### src/rtl/fsm_mult_result_collector.sv
`default_nettype none
// ============================================================================
// Module      : fsm_mult_result_collector
// Description : Captures fixed-latency multiply results into a show-ahead
//               FIFO and returns credit back-pressure to the issue side.
// Revision    : 1.0 - initial release
// ============================================================================
module fsm_mult_result_collector #(
   parameter int W     = 32,
   parameter int LAT   = 4,
   parameter int DEPTH = 4
) (
   input  logic         clk,
   input  logic         rst,
   input  logic         issue_in,
   output logic         issue_ready,
   input  logic [W-1:0] pipe_result,
   output logic [W-1:0] result_out,
   output logic         result_valid,
   input  logic         result_ack,
   output logic         busy,
   output logic         issue_err
);

   localparam int c_PW = $clog2(DEPTH);
   localparam int c_CW = c_PW + 1;
   localparam logic [c_CW:0] c_DEPTH_S = (c_CW + 1)'(DEPTH);

   localparam logic [1:0] c_IDLE  = 2'd0;
   localparam logic [1:0] c_FILL  = 2'd1;
   localparam logic [1:0] c_STALL = 2'd2;
   localparam logic [1:0] c_DRAIN = 2'd3;

   logic [LAT-1:0]  r_vsr;
   logic [c_CW-1:0] r_in_flight;
   logic [c_CW-1:0] r_count;
   logic [c_PW-1:0] r_wr_ptr;
   logic [c_PW-1:0] r_rd_ptr;
   logic [W-1:0]    r_mem [DEPTH];
   logic [1:0]      r_state;
   logic            r_issue_err;

   logic            w_acc;
   logic            w_retire;
   logic            w_rd;
   logic [c_CW-1:0] w_if_nxt;
   logic [c_CW-1:0] w_cnt_nxt;
   logic [c_CW:0]   w_sum;
   logic [c_CW:0]   w_sum_nxt;
   logic [1:0]      w_state_nxt;

   // Credits depend on registered counters only, so result_ack never
   // reaches issue_ready combinationally.
   assign w_sum        = {1'b0, r_in_flight} + {1'b0, r_count};
   assign issue_ready  = (w_sum < c_DEPTH_S);
   assign w_acc        = issue_in & issue_ready;
   assign w_retire     = r_vsr[LAT-1];
   assign result_valid = (r_count != '0);
   assign w_rd         = result_ack & result_valid;
   assign result_out   = r_mem[r_rd_ptr];
   assign busy         = (r_state != c_IDLE);
   assign issue_err    = r_issue_err;

   generate
      if (LAT == 1) begin : g_vsr_single
         always_ff @(posedge clk or negedge rst) begin
            if (!rst) r_vsr <= '0;
            else      r_vsr <= w_acc;
         end
      end else begin : g_vsr_shift
         always_ff @(posedge clk or negedge rst) begin
            if (!rst) r_vsr <= '0;
            else      r_vsr <= {r_vsr[LAT-2:0], w_acc};
         end
      end
   endgenerate

   always_comb begin
      w_if_nxt = r_in_flight;
      if (w_acc && !w_retire)
         w_if_nxt = r_in_flight + 1'b1;
      else if (!w_acc && w_retire)
         w_if_nxt = r_in_flight - 1'b1;
   end

   always_comb begin
      w_cnt_nxt = r_count;
      if (w_retire && !w_rd)
         w_cnt_nxt = r_count + 1'b1;
      else if (!w_retire && w_rd)
         w_cnt_nxt = r_count - 1'b1;
   end

   assign w_sum_nxt = {1'b0, w_if_nxt} + {1'b0, w_cnt_nxt};

   // The state is a pure function of the next occupancy, evaluated in
   // priority order IDLE, STALL, DRAIN, FILL.
   always_comb begin
      w_state_nxt = c_FILL;
      if (w_sum_nxt == '0)
         w_state_nxt = c_IDLE;
      else if (w_sum_nxt == c_DEPTH_S)
         w_state_nxt = c_STALL;
      else if ((w_if_nxt == '0) && (w_cnt_nxt != '0) && !w_acc)
         w_state_nxt = c_DRAIN;
   end

   always_ff @(posedge clk or negedge rst) begin
      if (!rst) begin
         r_in_flight <= '0;
         r_count     <= '0;
         r_state     <= c_IDLE;
         r_issue_err <= 1'b0;
      end else begin
         r_in_flight <= w_if_nxt;
         r_count     <= w_cnt_nxt;
         r_state     <= w_state_nxt;
         if (issue_in && !issue_ready)
            r_issue_err <= 1'b1;
      end
   end

   // Memory is reset so the head reads zero straight out of reset.
   always_ff @(posedge clk or negedge rst) begin
      if (!rst) begin
         r_wr_ptr <= '0;
         r_rd_ptr <= '0;
         for (int i = 0; i < DEPTH; i++)
            r_mem[i] <= '0;
      end else begin
         if (w_retire) begin
            r_mem[r_wr_ptr] <= pipe_result;
            r_wr_ptr        <= r_wr_ptr + 1'b1;
         end
         if (w_rd)
            r_rd_ptr <= r_rd_ptr + 1'b1;
      end
   end

endmodule
`default_nettype wire

### config.mk
export PLATFORM = sky130hd
export DESIGN_NAME = fsm_mult_result_collector
export DESIGN_NICKNAME = d
export VERILOG_FILES = /design/src/rtl/fsm_mult_result_collector.sv
export SDC_FILE = /design/constraint.sdc
export NUM_CORES = 1
export LEC_CHECK = 0
export CORE_AREA = 2 2 151 153
export CTS_CLUSTER_SIZE = 12
export DETAILED_ROUTE_END_ITERATION = 10
export DIE_AREA = 0 0 153 155
export PLACE_DENSITY_LB_ADDON = 0.08
export SYNTH_ARGS = -nofsm -noshare
export SYNTH_HDL_FRONTEND = slang
export SYNTH_SLANG_ARGS = --single-unit
### constraint.sdc
create_clock -name clk -period 6 [get_ports clk]
set_clock_uncertainty 0.2 [all_clocks]
set_input_delay 1.5 -clock clk [delete_from_list [all_inputs] [get_ports clk]]
set_output_delay 1.5 -clock clk [all_outputs]
set_load 0.05 [all_outputs]
Word level (Yosys, flattened, before mapping)
Index checks and enable logic that the tools add are counted.

Flip-flop bits (word level): 145. Input port bits: 36. Output and inout port bits: 36. Word-level logic and storage cells: 58.

Add/sub/neg operators: 8. $lt $le $gt $ge: 4. Equality and inequality tests: 1. Muxes and demuxes: 13. Bitwise gates (word level): 4. Reductions and logical operators: 17.

Operators by type and width (number): $bwmux 128 (1); $mux 32 (3); $bmux 32 s2 (1); $demux 32 s2 (1); $mux 3 (4); $add 3x3->4 (2); $logic_and 1x1->1 (8); $add 3x1->3 const B (2); $ge 3x3->1 const B (2); $mux 2 (3); $not 2->3 (2); $reduce_bool 3->1 (2); $sub 3x1->3 const B (2); $add 2x1->2 const B (2); $eq 4x3->1 const B (1); $logic_not 1->1 (4); $logic_not 4->1 (1); $lt 4x3->1 const B (1); $logic_not 3->1 (1); $lt 3x1->1 const B (1); $and 1x1->1 (2); $reduce_bool 2->1 (1).

Longest topological paths before layout
Gate-level depths: netlist (run 1).

Word-level depth: 13. Depth in mapped cells: 13. Mapped depth without buffers: 12.

Worst setup path after synthesis (run 1)
OpenSTA, ideal clock, no wires.

Path kind: register to output. Start point: register r_count[2]. End point: output issue_ready. Arrival: 1.660 ns. Data required time: 4.300 ns. Setup slack: 2.640 ns. Cell stages (with the launch flop): 4. Path through: dfrtp_1 > ha_1 > nor3_1 > nor2b_1.

Cells in the longest elaborated chain, start to end: 2.

RTL lines: start, declared (RTL line 36) `logic [c_CW-1:0] r_count;`; start signal, assigned (RTL line 116) `r_count <= w_cnt_nxt;`; $add 3x3->4 (RTL line 54) `assign w_sum = {1'b0, r_in_flight} + {1'b0, r_count};`; $lt 4x3->1 (RTL line 55) `assign issue_ready = (w_sum < c_DEPTH_S);`; end, declared (RTL line 16) `output logic issue_ready,`.

No other way between the ends.

Worst setup path after layout (run 1)
Start point: register r_rd_ptr[0]. End point: output result_out[12].

Cells in the longest elaborated chain, start to end: 4.

RTL lines: start, declared (RTL line 38) `logic [c_PW-1:0] r_rd_ptr;`; start signal, assigned (RTL line 136) `r_rd_ptr <= r_rd_ptr + 1'b1;`; $not 2->3 (not written as such) (RTL line 60) `assign result_out = r_mem[r_rd_ptr];`; $bmux 32 s2 (RTL line 60); $mux 32 (not written as such) (2 in a row) (RTL line 60); end, declared (RTL line 18) `output logic [W-1:0] result_out,`.

No other way between the ends. The select of a mux whose other input is x is not followed.

==> impl_results.md, run 1 <==
* Initial cell density of the core at 29.5%
* Crit path cell chain: buf_4 > mux4_2 > clkdlybuf4s50_1
* Routed Antenna Nets at 0
* Die Span X at 153 um
* Footprint of the multi-input gates at 2780 um^2
* Core box area at 22200 um^2
* Area fraction of the dominant cell type after synthesis at 55.4%
* Clk pin slew, worst setup/hold paths at 60 ps
* Vias in the first global route at 4186
* Mapped Cells at 413
* Hold Buf Count CTS at 0
* Mapped Area at 6550 um^2
* Number of top-level pins at 72
* Crit. End Element: output pin
* Achievable Freq at 223 MHz
* Antenna violations before repair at 0
* Die area at 23700 um^2
* RSZ-0062 raised after global routing: no
* Die Ht at 155 um
* Synth area leader: dfrtp_1
* Final hold vios at 0
* Final wirelength at 14.0 mm
* Area growth syn-to-layout at 24.7%
* DR pass1 iterations at 4
* Slew @ Worst Pin at 1020 ps
* Headroom to the max-slew limit at 31.8%
* Worst path bufs/invs at 2
* CP Launch Type: flop
* DR vias at 3651
* # nets final at 534
* CP Launch Point: r_rd_ptr[0]
* Seq/Total Area, Yosys at 55.4%
* # DRC at 0
* R2R Path End: r_state[1]
* HPWL Detailed at 8.44 mm
* Reg2reg setup slack at 3060 ps
* Minimum clock period at 4470 ps
* # clock sinks at 145
* First-pass GRT wire length at 23.2 mm
* Synthesized flop and latch total at 145
* Final setup TNS at 0 ps
* Starting DRT DRC Count at 185
* Crit path to: result_out[12]
* Max-slew violation count at 0
* CP max FO at 15
* Share of cells above drive strength 1 at 41.9%
* Yosys warns at 0
* CTS resizes at 0
* CP top delay family: buffers and inverters
* CTS buffer count at 17
* Pin count of the biggest net entering global routing at 104
* Critical-path top delay cell: clkdlybuf4s50_1
* Count of cell types in the netlist at 33
* Diodes inserted at 0
* CP arrival at 2770 ps
* Mapped Nets at 464
* Synth area leaders: dfrtp_1, mux2_2, mux4_2
* Critical Path Stages at 3
* GRT Total Usage at 12.7%
* GP Congestion at 0.726
* # Post-CTS Setup Buffers at 0
* Max clock buf depth at 2
* CTS tree: built
* Status: finished, final reports clean
* Final setup violation count at 0
* WP data required at 4300 ps
* FP Rows at 55
* Reg area at 3630 um^2
* Final Cycle Share at 74.6%
* Post-synthesis average cell area at 15.9 um^2
* Clk Latency, worst-skew pair at 410 ps
* FILL cells at 2115
* H-Tree Depth at 4
* RR Startpoint: r_in_flight[1]
* Setup ws final at 1530 ps
* Min-delay worst type: flop to flop
* CTS Root Cell: clkbuf_16
* WL per Instance at 17.9 um
* DP Worst Slack at 1880 ps
* Total gr overflow at 0
* Critical Path Max Stage Delay at 730 ps
* Max-cap viol count at 0
* Worst R2R Path Depth at 11
* I/O Buffers at 71
* Worst Path Class, Setup: flop to output pin
* DR vias/cell at 4.67
## per-stage QoR
| step | util, % | instance area (um^2) | hold WS [ps] | instances |
|---|---|---|---|---|
| 2_1_floorplan | - | 6550 | 131 | 413 |
| 3_3_place_gp | 33.9 | 7540 | 131 | 749 |
| 3_5_place_dp | 33.9 | 7540 | 141 | 749 |
| 4_1_cts | 36.7 | 8170 | 149 | 781 |
| 5_1_grt | 36.7 | 8170 | 157 | 781 |
| 6_report | 36.7 | 8170 | 148 | 781 |
## flip-flops by register name, summed over array words and instances (netlist names)
signal / count
r_rd_ptr: 2
r_in_flight: 3
r_vsr: 4
r_state: 2
r_count: 3
r_mem: 128
r_wr_ptr: 2
issue_err: 1
## layer usage
layer | global-route usage (%) | share of wire, %
met3 | 3.12 | 3.4
met1 | 16.0 | 46
met4 | 4.63 | 1.4
met2 | 21.4 | 49
met5 | 0 | 0
## worst register-to-register path, cell delays in order (launching register included)
cell and delay, ps:
dfrtp_1 430, ha_1 300, and3_1 160, nand3b_2 320, xnor2_1 260, ha_1 200, inv_1 60, fa_1 530
nand2_1 50, a21oi_1 200, nand2_1 80, o31ai_1 70
## cell type report
cell class              count  area share (%)
well taps                 285            4.37
flip-flops and latches    145            44.5
clock inverters            13            2.27
repair buffers             74            8.99
clock buffers              19            5.42
multi-input cells         235            34.0
inverters                  10           0.460
## logic make-up (layout without fill, tap and decap cells)
group / count (synthesis) / after routing / share of synthesized area, %
mux: 166 / 166 / 34.0
compound gates: 16 / 16 / 1.74
simple gates: 29 / 29 / 2.37
fa+ha+maj: 15 / 15 / 2.98
flops: 145 / 145 / 55.4
xor+xnor: 9 / 9 / 1.20
buf+inv: 33 / 116 / 2.35
## worst min path at each step
stage                         from       end  slack, ps  cells after the start
final                     r_vsr[2]  r_vsr[3]        150                      0
after detailed placement  r_vsr[2]  r_vsr[3]        140                      0
after floorplan           r_vsr[0]  r_vsr[1]        130                      0
after global routing      r_vsr[2]  r_vsr[3]        160                      0
after CTS                 r_vsr[2]  r_vsr[3]        150                      0
after global placement    r_vsr[0]  r_vsr[1]        130                      0
## synth_stat cells (all sizes together)
cell and n:
dfrtp 145, a21oi 2, nand3 3, or2 2, mux2 130, clkbuf 4
nand3b 1, nor2 2, nand2b 3, xnor2 5, o211a 1, mux2i 4
ha 14, o21bai 1, inv 10, and2 1, fa 1, a21boi 1
buf 19, nand2 12, a311oi 2, mux4 32, o311a 1, nor3 2
xor2 4, and3 1, o31ai 2, o21ai 4, nor2b 2, o311ai 1
a21o 1
## cell usage in the layout (no fill, tap or decap), types with 3 or more instances in the layout
cell type / n
dfrtp_1: 143
mux2_2: 130
clkdlybuf4s50_1: 70
mux4_2: 32
clkbuf_16: 17
ha_1: 14
inv_1: 10
nand2_1: 8
xnor2_1: 5
mux2i_1: 4
o21ai_0: 4
xor2_1: 4
nand2_2: 4
bufinv_16: 4
nand3_1: 3
clkinv_4: 3
clkinv_2: 3
buf_4: 3
Power of run 1 is not shown: default switching activity piles up to over one toggle a cycle in this logic, so the estimate is an artifact.
==> run 2: changes to the inputs <==
clock period = 4.1 ns   (was 6 ns; I/O delays follow)
==> impl_results.md, run 2 (synthesized netlist as in run 1, its figures left out) <==
* Status: finished, final reports clean
* Highest-count cells in the layout ignoring fill and taps: dfrtp_1, mux2_2, clkdlybuf4s50_1
* Worst Path Class, Setup: flop to output pin
* Critical Path Max Stage Delay at 830 ps
* CTS resizes at 0
* # Post-CTS Setup Buffers at 0
* Pin count of the biggest net entering global routing at 85
* Initial cell density of the core at 29.5%
* Clk Latency, worst-skew pair at 400 ps
* DR pass1 iterations at 4
* Achievable Freq at 275 MHz
* First-pass GRT wire length at 23.5 mm
* WP data required at 2870 ps
* WL per Instance at 18.5 um
* CTS Root Cell: clkbuf_16
* I/O Buffers at 71
* WHS Path Cells at 0
* Crit path cell chain: ha_1 > nor3_1 > nor2b_1 > clkdlybuf4s50_1
* H-Tree Depth at 4
* Critical-path top delay cell: clkdlybuf4s50_1
* Headroom to the max-slew limit at 41.8%
* # nets final at 542
* # DRC at 0
* DR vias/cell at 4.69
* WHS Endpoint: r_vsr[1]
* CP arrival at 2420 ps
* Die Ht at 155 um
* FILL cells at 2088
* Slew @ Worst Pin at 872 ps
* Final hold vios at 0
* RSZ-0062 raised after global routing: no
* Clk pin slew, worst setup/hold paths at 60 ps
* Die area at 23700 um^2
* Commonest non-fill, non-tap cell in the layout: dfrtp_1
* Starting DRT DRC Count at 136
* Number of top-level pins at 72
* Max-cap viol count at 0
* Crit. End Element: output pin
* Max FFs per register at 128
* Min-delay worst type: flop to flop
* Biggest regs: r_mem x128, r_vsr x4
* Max clock buf depth at 2
* Reg2reg setup slack at 1110 ps
* Final Cycle Share at 88.8%
* Routed Antenna Nets at 0
* RR Startpoint: r_count[1]
* Vias in the first global route at 4114
* DR vias at 3690
* Antenna violations before repair at 0
* Final setup violation count at 0
* CP Launch Type: flop
* Area growth syn-to-layout at 25.9%
* CTS buffer count at 17
* Die Span X at 153 um
* Minimum clock period at 3640 ps
* HPWL Detailed at 9.03 mm
* Diodes inserted at 0
* Total gr overflow at 0
* Max-slew violation count at 0
* Worst R2R Path Depth at 11
* Worst Hold Launch: r_vsr[0]
* Share of cells above drive strength 1 at 42.7%
* Hold Buf Count CTS at 0
* Reg with most FFs: r_mem
* CTS tree: built
* CP max FO at 6
* GRT Total Usage at 12.9%
* # clock sinks at 145
* Final wirelength at 14.5 mm
* FP Rows at 55
* Core box area at 22200 um^2
* R2R Path End: r_state[1]
* GP Congestion at 0.731
* Final setup TNS at 0 ps
run 2: cell count changes in the layout (fill, tap and decap cells not counted), sizes merged:
cell    previous run  this run
clkinv             6         3
buf                4        12
clkbuf            19        20
inv               11        10
run 2: area by class of cell:
cell class | instances | area (um^2) | share of cell area (%)
Tap cell | 285 | 357 | 4.32
Inverter | 10 | 37.5 | 0.455
Clock buffer | 20 | 467 | 5.66
Multi-Input combinational cell | 235 | 2780 | 33.7
Sequential cell | 145 | 3630 | 44.0
Clock inverter | 9 | 158 | 1.91
Timing Repair Buffer | 82 | 820 | 9.94
run 2: how the worst max path moves through the flow:
stage / end / cells past startpoint / startpoint
3_3_place_gp: r_state[1] / 10 / issue_in
4_1_cts: issue_ready / 4 / r_count[2]
5_1_grt: issue_ready / 4 / r_count[2]
6_report: issue_ready / 4 / r_count[2]
2_1_floorplan: issue_ready / 3 / r_count[2]
3_5_place_dp: r_state[1] / 10 / issue_in
run 2: worst max-delay path: cells and delay by family (launching register included):
kind,cells,cell delay [ps]
buffers and inverters,1,830
flip-flops,1,440
adder cells (fa/ha/maj),1,300
AND/OR/NAND/NOR,2,450
run 2: per-layer routing:
| layer | vias up | global-route usage, % | wire length [um] |
|---|---|---|---|
| li1 | 1674 | - | - |
| met1 | 1957 | 16.4 | 6640 |
| met2 | 51 | 21.9 | 7250 |
| met3 | 8 | 3.34 | 485 |
| met4 | 0 | 3.70 | 136 |
| met5 | - | 0 | 0 |
run 2: stage by stage:
step	setup WS, ps	utilization (%)	cells	cell area, um^2	hold WS [ps]
global route	320	37.1	786	8250	163
global placement	634	34.3	757	7620	136
finish	458	37.1	786	8250	151
detailed placement	567	34.3	757	7620	140
CTS	412	37.1	786	8250	153
floorplan	1210	-	413	6550	131
Power of run 2 is left out for the same reason.
==> run 3: changes to the inputs <==
GPL_ROUTABILITY_DRIVEN = 0   (was default)
==> results of run 3 <==
The final DEF is identical to that of run 2; final timing and power are the same.
Power of run 3 is left out for the same reason.
